==> src/rtl/face_detection_cu_if.sv <==
// rtl/face_detection_cu_if.sv - CU-side handshake bundle between the face-detection control unit and its datapath
interface face_detection_cu_if;
  logic write_next_frame_dp;
  logic new_image_ready_dp;
  logic select_window_start_ws;
  logic break_ws;
  logic done_ws;
  logic windows_out_ws;
  logic rescaler_start_wr;
  logic busy_wr;
  logic classifier_start_c;
  logic final_judge_c;
  logic classifier_done_c;
  logic write_result_start_dp;

  modport master (
    output write_next_frame_dp, select_window_start_ws, break_ws,
           rescaler_start_wr, classifier_start_c, write_result_start_dp,
    input  new_image_ready_dp, done_ws, windows_out_ws, busy_wr,
           final_judge_c, classifier_done_c
  );

  modport slave (
    input  write_next_frame_dp, select_window_start_ws, break_ws,
           rescaler_start_wr, classifier_start_c, write_result_start_dp,
    output new_image_ready_dp, done_ws, windows_out_ws, busy_wr,
           final_judge_c, classifier_done_c
  );
endinterface

==> src/rtl/face_detection_cu.sv <==
// rtl/face_detection_cu.sv - frame sequencer for the face-detection datapath
// Walks imager -> window selector -> rescaler -> classifier -> result writer, one frame at a time.
module face_detection_cu #(
  parameter int MAX_FACES = 8,
  parameter int TIMEOUT_W = 16,
  parameter int CNT_W     = 16
) (
  input  logic                 clk,
  input  logic                 rst_n,
  input  logic                 enable,
  input  logic                 abort,
  face_detection_cu_if.master  dp,
  output logic                 frame_done,
  output logic [7:0]           face_count,
  output logic [CNT_W-1:0]     window_count,
  output logic                 error
);

  typedef enum logic [3:0] {
    S_IDLE, S_REQ, S_WAIT_IMG, S_SEL, S_WAIT_WIN, S_RS_START, S_RS_ARM,
    S_RS_WAIT, S_CL_START, S_CL_WAIT, S_WR, S_BRK, S_WAIT_DONE, S_END
  } state_t;

  localparam logic [7:0] MAX_FACES_C = 8'(MAX_FACES);

  state_t               state_q, state_d;
  logic [TIMEOUT_W-1:0] wd_q, wd_d, wd_inc;
  logic [1:0]           arm_q, arm_d;
  logic                 abort_q, abort_d;
  logic [7:0]           face_q, face_d;
  logic [CNT_W-1:0]     win_q, win_d;
  logic                 err_q, err_d;
  logic                 wnf_q, wnf_d, sel_q, sel_d, brk_q, brk_d;
  logic                 rs_q, rs_d, cl_q, cl_d, wr_q, wr_d, fd_q, fd_d;
  logic                 in_window, abort_pend, wait_state, wd_expire;

  always_comb begin
    in_window  = state_q inside {S_RS_START, S_RS_ARM, S_RS_WAIT,
                                 S_CL_START, S_CL_WAIT, S_WR};
    abort_pend = abort_q | (abort & in_window);
    wait_state = state_q inside {S_WAIT_IMG, S_WAIT_WIN, S_RS_WAIT,
                                 S_CL_WAIT, S_WAIT_DONE};
    wd_inc     = wd_q + TIMEOUT_W'(1);
    // A wait expires on the cycle its counter would reach all-ones.
    wd_expire  = wait_state && (wd_inc == '1);
  end

  always_comb begin
    state_d = state_q;
    arm_d   = arm_q;
    abort_d = (state_q == S_END) ? 1'b0 : abort_pend;
    face_d  = face_q;
    win_d   = win_q;
    err_d   = err_q;
    wnf_d   = 1'b0;
    sel_d   = 1'b0;
    brk_d   = 1'b0;
    rs_d    = 1'b0;
    cl_d    = 1'b0;
    wr_d    = 1'b0;
    fd_d    = 1'b0;

    case (state_q)
      S_IDLE:     if (enable) state_d = S_REQ;
      S_REQ: begin
        wnf_d   = 1'b1;
        face_d  = '0;
        win_d   = '0;
        state_d = S_WAIT_IMG;
      end
      S_WAIT_IMG: if (dp.new_image_ready_dp) state_d = S_SEL;
      S_SEL: begin
        if (abort) begin
          state_d = S_BRK;
        end else begin
          sel_d   = 1'b1;
          state_d = S_WAIT_WIN;
        end
      end
      S_WAIT_WIN: begin
        if (dp.done_ws)             state_d = S_END;
        else if (abort)             state_d = S_BRK;
        else if (dp.windows_out_ws) state_d = S_RS_START;
      end
      S_RS_START: begin
        rs_d    = 1'b1;
        state_d = S_RS_ARM;
      end
      // A rescaler that never raises busy within four cycles is taken as already done.
      S_RS_ARM: begin
        if (dp.busy_wr)          state_d = S_RS_WAIT;
        else if (arm_q == 2'd3)  state_d = S_CL_START;
        else                     arm_d   = arm_q + 2'd1;
      end
      S_RS_WAIT:  if (!dp.busy_wr) state_d = S_CL_START;
      S_CL_START: begin
        cl_d    = 1'b1;
        state_d = S_CL_WAIT;
      end
      S_CL_WAIT: begin
        if (dp.classifier_done_c) begin
          if (win_q != '1) win_d = win_q + CNT_W'(1);
          if (dp.final_judge_c) state_d = S_WR;
          else if (abort_pend)  state_d = S_BRK;
          else                  state_d = S_SEL;
        end
      end
      S_WR: begin
        wr_d   = 1'b1;
        face_d = face_q + 8'd1;
        if ((face_q + 8'd1) == MAX_FACES_C || abort_pend) state_d = S_BRK;
        else                                              state_d = S_SEL;
      end
      S_BRK: begin
        brk_d   = 1'b1;
        state_d = S_WAIT_DONE;
      end
      S_WAIT_DONE: if (dp.done_ws) state_d = S_END;
      S_END: begin
        fd_d    = 1'b1;
        state_d = enable ? S_REQ : S_IDLE;
      end
      default:    state_d = S_IDLE;
    endcase

    if (wd_expire && state_d == state_q) begin
      state_d = S_IDLE;
      err_d   = 1'b1;
      fd_d    = 1'b1;
    end

    wd_d = (state_d != state_q || !wait_state) ? '0 : wd_inc;
    if (state_d != state_q) arm_d = '0;
  end

  always_ff @(posedge clk or negedge rst_n) begin
    if (!rst_n) begin
      state_q <= S_IDLE;
      wd_q    <= '0;
      arm_q   <= '0;
      abort_q <= 1'b0;
      face_q  <= '0;
      win_q   <= '0;
      err_q   <= 1'b0;
      wnf_q   <= 1'b0;
      sel_q   <= 1'b0;
      brk_q   <= 1'b0;
      rs_q    <= 1'b0;
      cl_q    <= 1'b0;
      wr_q    <= 1'b0;
      fd_q    <= 1'b0;
    end else begin
      state_q <= state_d;
      wd_q    <= wd_d;
      arm_q   <= arm_d;
      abort_q <= abort_d;
      face_q  <= face_d;
      win_q   <= win_d;
      err_q   <= err_d;
      wnf_q   <= wnf_d;
      sel_q   <= sel_d;
      brk_q   <= brk_d;
      rs_q    <= rs_d;
      cl_q    <= cl_d;
      wr_q    <= wr_d;
      fd_q    <= fd_d;
    end
  end

  assign dp.write_next_frame_dp    = wnf_q;
  assign dp.select_window_start_ws = sel_q;
  assign dp.break_ws               = brk_q;
  assign dp.rescaler_start_wr      = rs_q;
  assign dp.classifier_start_c     = cl_q;
  assign dp.write_result_start_dp  = wr_q;
  assign frame_done                = fd_q;
  assign face_count                = face_q;
  assign window_count              = win_q;
  assign error                     = err_q;

endmodule
==> src/flat_wrapper.sv <==
// flat-port wrapper written by rule: the top's interface ports become plain ports
module face_detection_cu_flat 
#(
  parameter int MAX_FACES = 8,
  parameter int TIMEOUT_W = 16,
  parameter int CNT_W     = 16
)
  (clk, rst_n, enable, abort, frame_done, face_count, window_count, error, dp_write_next_frame_dp, dp_select_window_start_ws, dp_break_ws, dp_rescaler_start_wr, dp_classifier_start_c, dp_write_result_start_dp, dp_new_image_ready_dp, dp_done_ws, dp_windows_out_ws, dp_busy_wr, dp_final_judge_c, dp_classifier_done_c);
  face_detection_cu_if dp_i ();
  input  logic clk;
  input  logic rst_n;
  input  logic enable;
  input  logic abort;
  output logic frame_done;
  output logic [7:0] face_count;
  output logic [CNT_W-1:0] window_count;
  output logic error;
  output wire logic [$bits(dp_i.write_next_frame_dp)-1:0] dp_write_next_frame_dp;
  output wire logic [$bits(dp_i.select_window_start_ws)-1:0] dp_select_window_start_ws;
  output wire logic [$bits(dp_i.break_ws)-1:0] dp_break_ws;
  output wire logic [$bits(dp_i.rescaler_start_wr)-1:0] dp_rescaler_start_wr;
  output wire logic [$bits(dp_i.classifier_start_c)-1:0] dp_classifier_start_c;
  output wire logic [$bits(dp_i.write_result_start_dp)-1:0] dp_write_result_start_dp;
  input wire logic [$bits(dp_i.new_image_ready_dp)-1:0] dp_new_image_ready_dp;
  input wire logic [$bits(dp_i.done_ws)-1:0] dp_done_ws;
  input wire logic [$bits(dp_i.windows_out_ws)-1:0] dp_windows_out_ws;
  input wire logic [$bits(dp_i.busy_wr)-1:0] dp_busy_wr;
  input wire logic [$bits(dp_i.final_judge_c)-1:0] dp_final_judge_c;
  input wire logic [$bits(dp_i.classifier_done_c)-1:0] dp_classifier_done_c;
  assign dp_write_next_frame_dp = dp_i.write_next_frame_dp;
  assign dp_select_window_start_ws = dp_i.select_window_start_ws;
  assign dp_break_ws = dp_i.break_ws;
  assign dp_rescaler_start_wr = dp_i.rescaler_start_wr;
  assign dp_classifier_start_c = dp_i.classifier_start_c;
  assign dp_write_result_start_dp = dp_i.write_result_start_dp;
  assign dp_i.new_image_ready_dp = dp_new_image_ready_dp;
  assign dp_i.done_ws = dp_done_ws;
  assign dp_i.windows_out_ws = dp_windows_out_ws;
  assign dp_i.busy_wr = dp_busy_wr;
  assign dp_i.final_judge_c = dp_final_judge_c;
  assign dp_i.classifier_done_c = dp_classifier_done_c;
  face_detection_cu #(.MAX_FACES(MAX_FACES), .TIMEOUT_W(TIMEOUT_W), .CNT_W(CNT_W)) u_core (.clk(clk), .rst_n(rst_n), .enable(enable), .abort(abort), .dp(dp_i), .frame_done(frame_done), .face_count(face_count), .window_count(window_count), .error(error));
endmodule
==> config.mk <==
export PLATFORM = sky130hd
export DESIGN_NAME = face_detection_cu_flat
export DESIGN_NICKNAME = d
export VERILOG_FILES = /design/src/rtl/face_detection_cu_if.sv /design/src/rtl/face_detection_cu.sv /design/src/flat_wrapper.sv
export SDC_FILE = /design/constraint.sdc
export NUM_CORES = 1
export LEC_CHECK = 0
export CORE_MARGIN = 1.5
export CORE_UTILIZATION = 25
export CTS_BUF_LIST = sky130_fd_sc_hd__clkbuf_4
export CTS_CLUSTER_DIAMETER = 30
export DETAILED_ROUTE_END_ITERATION = 16
export REMOVE_ABC_BUFFERS = 1
export SKIP_LAST_GASP = 1
export SYNTH_ARGS = -nofsm -noshare
export SYNTH_HDL_FRONTEND = slang
export SYNTH_SLANG_ARGS = --single-unit
==> constraint.sdc <==
create_clock -name clk -period 4.2 [get_ports clk]
set_clock_uncertainty 0.1 [all_clocks]
set_input_delay 1.05 -clock clk [delete_from_list [all_inputs] [get_ports clk]]
set_output_delay 1.05 -clock clk [all_outputs]
set_load 0.1 [all_outputs]
## Word-level counts from Yosys, hierarchy flattened

Index checks and enable logic that the tools add are counted.

- Eq/ne operators: 23
- Reductions and logical operators: 13
- Multiplexer cells: 36
- Bitwise gates (word level): 2
- Add/sub/neg operators: 4

Operators with widths:

| kind | count |
|---|---|
| 4-bit two-way mux | 15 |
| 4-bit case mux with 14 select lines | 1 |
| 16-bit two-way mux | 3 |
| 16-bit by 1-bit adder with 16-bit output, second input constant | 2 |
| 16-bit case mux with 2 select lines | 1 |
| 4-bit == test, second input constant | 6 |
| 16-bit == test, second input constant | 1 |
| 4-bit by 3-bit == test with 1-bit output, second input constant | 4 |
| 16-bit inequality test, second input constant | 1 |
| 8-bit case mux with 2 select lines | 1 |
| 1-bit two-way mux | 11 |
| 8-bit by 1-bit adder with 8-bit output, second input constant | 1 |
| 4-bit by 2-bit == test with 1-bit output, second input constant | 2 |
| 8-bit by 4-bit == test with 1-bit output, second input constant | 1 |
| 2-bit two-way mux | 4 |
| 2-bit inequality test, second input constant | 3 |
| 3-bit AND reduction | 2 |
| 2-bit nonzero test | 3 |
| 6-bit nonzero test | 1 |
| 5-bit nonzero test | 1 |
| 4-bit by 1-bit == test with 1-bit output, second input constant | 1 |
| 4-bit == test | 1 |
| 4-bit logical NOT | 1 |
| 4-bit inequality test | 1 |
| 8 further kinds | 10 |

- Output and inout bits: 32
- Bits in registers: 55
- Input bits: 10

## Logic depth before layout (Yosys ltp)

- Depth after elaboration: 14
- Mapped depth: 11

## Least setup slack after synthesis

Ideal clock, no wire load.

- Path kind: register to register
- From: register u_core.face_q[3] (netlist: u_core.face_count[3])
- To: register u_core.wd_q[14]
- Buffers on the path: 2
- Setup slack: 1158 ps
- Required time: 4004 ps
- Cell stages (with the launch flop): 10
- Arrival time: 2846 ps
- Setup time: 96 ps
- Cells stage by stage: dfrtp_1 > buf_2 > nand4_1 > xnor2_1 > o32ai_1 > a31oi_4 > xnor2_1 > nand2_2 > buf_6 > nor4_4

- Word-level cells in the longest chain between the ends: 11

Ends and longest elaborated chain:

| what | line | source |
|---|---|---|
| from (decl) | face_detection_cu.sv:30 | `logic [7:0] face_q, face_d;` |
| from (signal assigned) | face_detection_cu.sv:142 | `face_q <= '0;` |
| from (signal assigned) | face_detection_cu.sv:157 | `face_q <= face_d;` |
| 8-bit by 1-bit adder with 8-bit output (*) | face_detection_cu.sv:111 | `if ((face_q + 8'd1) == MAX_FACES_C \|\| abort_pend) state_d = S_BRK;` |
| 8-bit by 4-bit == test with 1-bit output (*) | face_detection_cu.sv:111 |  |
| 1-bit logical OR (*) | face_detection_cu.sv:111 |  |
| 4-bit two-way mux (*) | face_detection_cu.sv:111 |  |
| 4-bit case mux with 14 select lines (*) | face_detection_cu.sv:63 | `case (state_q)` |
| 4-bit == test | face_detection_cu.sv:126 | `if (wd_expire && state_d == state_q) begin` |
| 1-bit logical AND | face_detection_cu.sv:126 |  |
| 4-bit two-way mux (*) | face_detection_cu.sv:126 |  |
| 4-bit inequality test (*) | face_detection_cu.sv:132 | `wd_d = (state_d != state_q \|\| !wait_state) ? '0 : wd_inc;` |
| 1-bit logical OR (*) | face_detection_cu.sv:132 |  |
| 16-bit two-way mux (*) | face_detection_cu.sv:132 |  |
| named net u_core.wd_d[14] | face_detection_cu.sv:27 | `logic [TIMEOUT_W-1:0] wd_q, wd_d, wd_inc;` |
| to (signal assigned) | face_detection_cu.sv:154 | `wd_q <= wd_d;` |
| to (decl) | face_detection_cu.sv:27 |  |

The timed path passes the listed nets; every way through them passes the cells marked *.
A chain may end at the register's enable or synchronous reset.

## Worst setup path in the final report

- From: input port abort
- To: register u_core.wd_q[12]

- Word-level cells in the longest chain between the ends: 12
- Elaborated cells between the ends (all ways): 17
- Those cells by class: eq/ne: 2; mux: 10; bitwise: 2; reduce/logical: 3

Ends and longest elaborated chain:

| what | line | source |
|---|---|---|
| from (decl) | flat_wrapper.sv:13 | `input logic abort;` |
| 1-bit AND | face_detection_cu.sv:40 | `abort_pend = abort_q \| (abort & in_window);` |
| 1-bit bitwise OR | face_detection_cu.sv:40 |  |
| 4-bit two-way mux | face_detection_cu.sv:104 | `else if (abort_pend) state_d = S_BRK;` |
| 4-bit two-way mux | face_detection_cu.sv:103 | `if (dp.final_judge_c) state_d = S_WR;` |
| 4-bit two-way mux | face_detection_cu.sv:101 | `if (dp.classifier_done_c) begin` |
| 4-bit case mux with 14 select lines (*) | face_detection_cu.sv:63 |  |
| 4-bit == test | face_detection_cu.sv:126 |  |
| 1-bit logical AND | face_detection_cu.sv:126 |  |
| 4-bit two-way mux (*) | face_detection_cu.sv:126 |  |
| 4-bit inequality test (*) | face_detection_cu.sv:132 |  |
| 1-bit logical OR (*) | face_detection_cu.sv:132 |  |
| 16-bit two-way mux (*) | face_detection_cu.sv:132 |  |
| named net u_core.wd_d[12] | face_detection_cu.sv:27 |  |

Marked as above.

==> impl_results.md <==
- WP data required: 4.39 ns
- Die height: 123.2 um
- Most common cell after layout, fill and taps aside: dfrtp_1
- Postcts setup bufs: 0
- Fmax: 0.3009 GHz
- Cells after Synth: 381
- Port bufs: 41
- Crit path cell chain: clkdlybuf4s50_1, nor3_1, o32a_1, o32ai_1, nor2_1, mux2i_1, nand2_2, nor4_1
- Max rail drop VDD: 299.8 uV
- Int Pwr: 1039 uW
- Sequential share of power: 34.5%
- NetSw: 1062 uW
- Largest net degree at the start of global routing: 37
- Worst hold slack: 0.3843 ns
- Dpl cells: 583
- Clk slew on worst S/H paths: 0.15 ns
- CTS Buffer Depth: 2
- Final wirelength: 8910 um
- Switching power share of the total: 50.54%
- Post-DP HPWL: 6455 um
- Combinational Power Share: 51.2%
- Fin. Hold Viols: 0
- Sequential share of the synthesized area: 38.12%
- Area occupied by multi-input gates: 2018 um^2
- DRC Markers: 0
- Crit path capture type: register
- Row count: 43
- CP max-delay cell: clkdlybuf4s50_1
- I/O Pins: 42
- Worst endpoint data arrival time: 3.51 ns
- Crit path time final: 3.323 ns
- Path type of the worst min-delay path: register to register
- CTS H-Tree Depth: 2
- First-pass GRT wire length: 15450 um
- Via density: 5.111
- Post-synth top area cell: dfrtp_1
- Standard cell core area: 13990 um^2
- Clock Sinks: 55
- Pwr dens: 503.8 nW/um^2
- WP buf/inv: 1
- Ranking of synthesized cells by area: dfrtp_1 38%, xnor2_1 3.6%, nor2_1 3.3%
- Yosys warning count: 0
- # fillers: 1476
- Starting Density: 25.81%
- Routability cong.: 0.8266
- Status: completed
- Leakage: 0.001579 uW
- Clk pwr share: 14.3%
- Root buffer cell: clkbuf_4
- DIE AREA: 15170 um^2
- Via count: 3026
- CTS tree: done
- Post-CTS sizing: 0
- CP delay by family, top: simple AND/OR/NAND/NOR gates
- Sequential cell area: 1376 um^2
- Antenna Nets Post-Route: 0
- Post-Syn Area per Cell: 9.478 um^2
- Post-synth EDFFs: 0
- Flops & latches, synth: 55
- Initial antenna violation count: 1
- Congestion Overflow GR: 0
- Post-Syn Area: 3611 um^2
- Final setup violation count: 0
- Most frequent cells in the layout: 55 x dfrtp_1, 40 x clkdlybuf4s50_1, 32 x nor2_1
- Fraction of final layout cells with drive strength greater than 1: 10.71%
- Syn-to-layout area delta: 15.52%
- CTS Buf Count: 5
- Slew headroom: 34.39%
- Violation count after the first detailed-route iteration: 207
- Max-slew violations: 0
- Final #Nets: 426
- Top_reg_cell synth: dfrtp_1
- Fin cells: 592
- Total GRT Usage: 12.74%
- Clk_lat worst skew: 0.40 ns
- Setup TNS: 0 ns
- Kind of critical path: input port to register
- Crit path max fanout: 18
- Synth cell types: 70
- Die outline width: 123.2 um
- Max Cap Viol: 0
- Share of the synthesized area in the top cell type: 38.12%
- Slew @ Worst Pin: 0.9811 ns
- CP peak stage delay: 0.54 ns
- Async S/R FF share, synth: 100.0%
- CP startpoint kind: input port
- RSZ-0062 raised after global routing: false
- Post-CTS Hold Buffers: 0
- Design Power: 2102 uW
- Vias in the first global route: 3034
- Final period util: 79.12%
- TritonRoute pass-1 iters: 4
- Mean routed wirelength per cell: 15.05 um
-- cells in the mapped netlist, types with 2 or more instances --
cell type	number
dfrtp_1	55
nor2_1	32
nand2_1	26
o21ai_0	19
a21oi_1	17
nand3_1	15
xnor2_1	15
nor3_1	13
xor2_1	11
buf_6	9
inv_1	9
nand2b_1	9
nand4_1	9
nor4_1	9
nor4_2	8
and3_1	6
ha_1	6
o21a_1	6
o31ai_1	6
or4_1	6
nor2b_1	5
and2_1	4
and4_1	4
buf_2	4
buf_4	4
clkbuf_1	4
o2111ai_1	4
o22ai_1	4
a31oi_1	3
inv_2	3
mux2i_1	3
nor3b_1	3
o211ai_1	3
o21ai_1	3
or3_1	3
a221oi_2	2
a22o_1	2
o31a_1	2
o32a_1	2
o32ai_1	2
or2_2	2
-- layer usage --
metal / track usage (%) / vias up / routed length, um
met5: 0 / - / 0
met4: 3.448 / 0 / 120
met3: 2.491 / 7 / 294
met2: 20.42 / 55 / 4353
met1: 17.53 / 1496 / 4142
li1: - / 1468 / -
-- per-stage QoR --
stage                     utilization (%)  instance area, um^2  setup slack (ns)
after global routing                29.82                 4172            0.7365
after CTS                           29.80                 4169            0.8875
after floorplan                         -                 3440            0.9339
final                               29.82                 4172            0.8770
after detailed placement            29.26                 4093            0.4556
after global placement              29.26                 4093            0.5371
-- logic make-up (layout without fill, tap and decap cells) --
| logic type | count (synthesis) | after routing | share of synthesized area (%) |
|---|---|---|---|
| and+or+nand+nor | 168 | 168 | 27.86 |
| AOI/OAI and AO/OA | 89 | 89 | 18.81 |
| DFF | 55 | 55 | 38.12 |
| buffers and inverters | 34 | 64 | 5.994 |
| xor gates and xnor gates | 26 | 26 | 6.306 |
| adders and majority gates | 6 | 6 | 2.079 |
| muxes | 3 | 3 | 0.8316 |
| other | 0 | 1 | 0 |
-- worst paths after layout --
check	depth (start not counted)	from	slack (ns)	end
setup reg to reg	8	u_core.state_q[0]	1.15	u_core.wd_q[12]
min in group asynchronous	1	rst_n	0.64	u_core.arm_q[0]
hold / removal	1	u_core.error	0.38	u_core.error
hold reg to reg	1	u_core.error	0.38	u_core.error
max in group asynchronous	2	rst_n	2.55	u_core.state_q[0]
setup / recovery	8	abort	0.88	u_core.wd_q[12]
-- worst reg2reg max path, delay by kind of cell (launching register included) --
kind	cells	cell delay, ns
compound gates	4	0.95
buf+inv	1	0.24
flops	1	0.92
simple gates	3	0.74
-- registers in the layout, summed over array words and instances (netlist names) --
name	flops
u_core.dp.break_ws	1
u_core.abort_q	1
u_core.state_q	4
u_core.dp.classifier_start_c	1
u_core.dp.write_next_frame_dp	1
u_core.wd_q	16
u_core.dp.write_result_start_dp	1
u_core.window_count	16
u_core.frame_done	1
u_core.error	1
u_core.dp.select_window_start_ws	1
u_core.face_count	8
u_core.arm_q	2
u_core.dp.rescaler_start_wr	1
-- power by group through the flow --
stage               clock [uW]  sequential [uW]  combinational [uW]
floorplan                    0              885                 643
global placement             0              735                1060
detailed placement           0              733                1070
CTS                        308              724                1080
global route               334              743                1160
finish                     301              726                1080
-- area by class of cell --
type,instances,area share (%)
Clock inverter,3,0.9298
Sequential cell,55,32.99
Inverter,12,1.080
Tap cell,180,5.399
Antenna cell,1,0.05999
Multi-Input combinational cell,292,48.38
Timing Repair Buffer,44,10.26
Clock buffer,5,0.8998
Power figures use the tool's default switching activity.
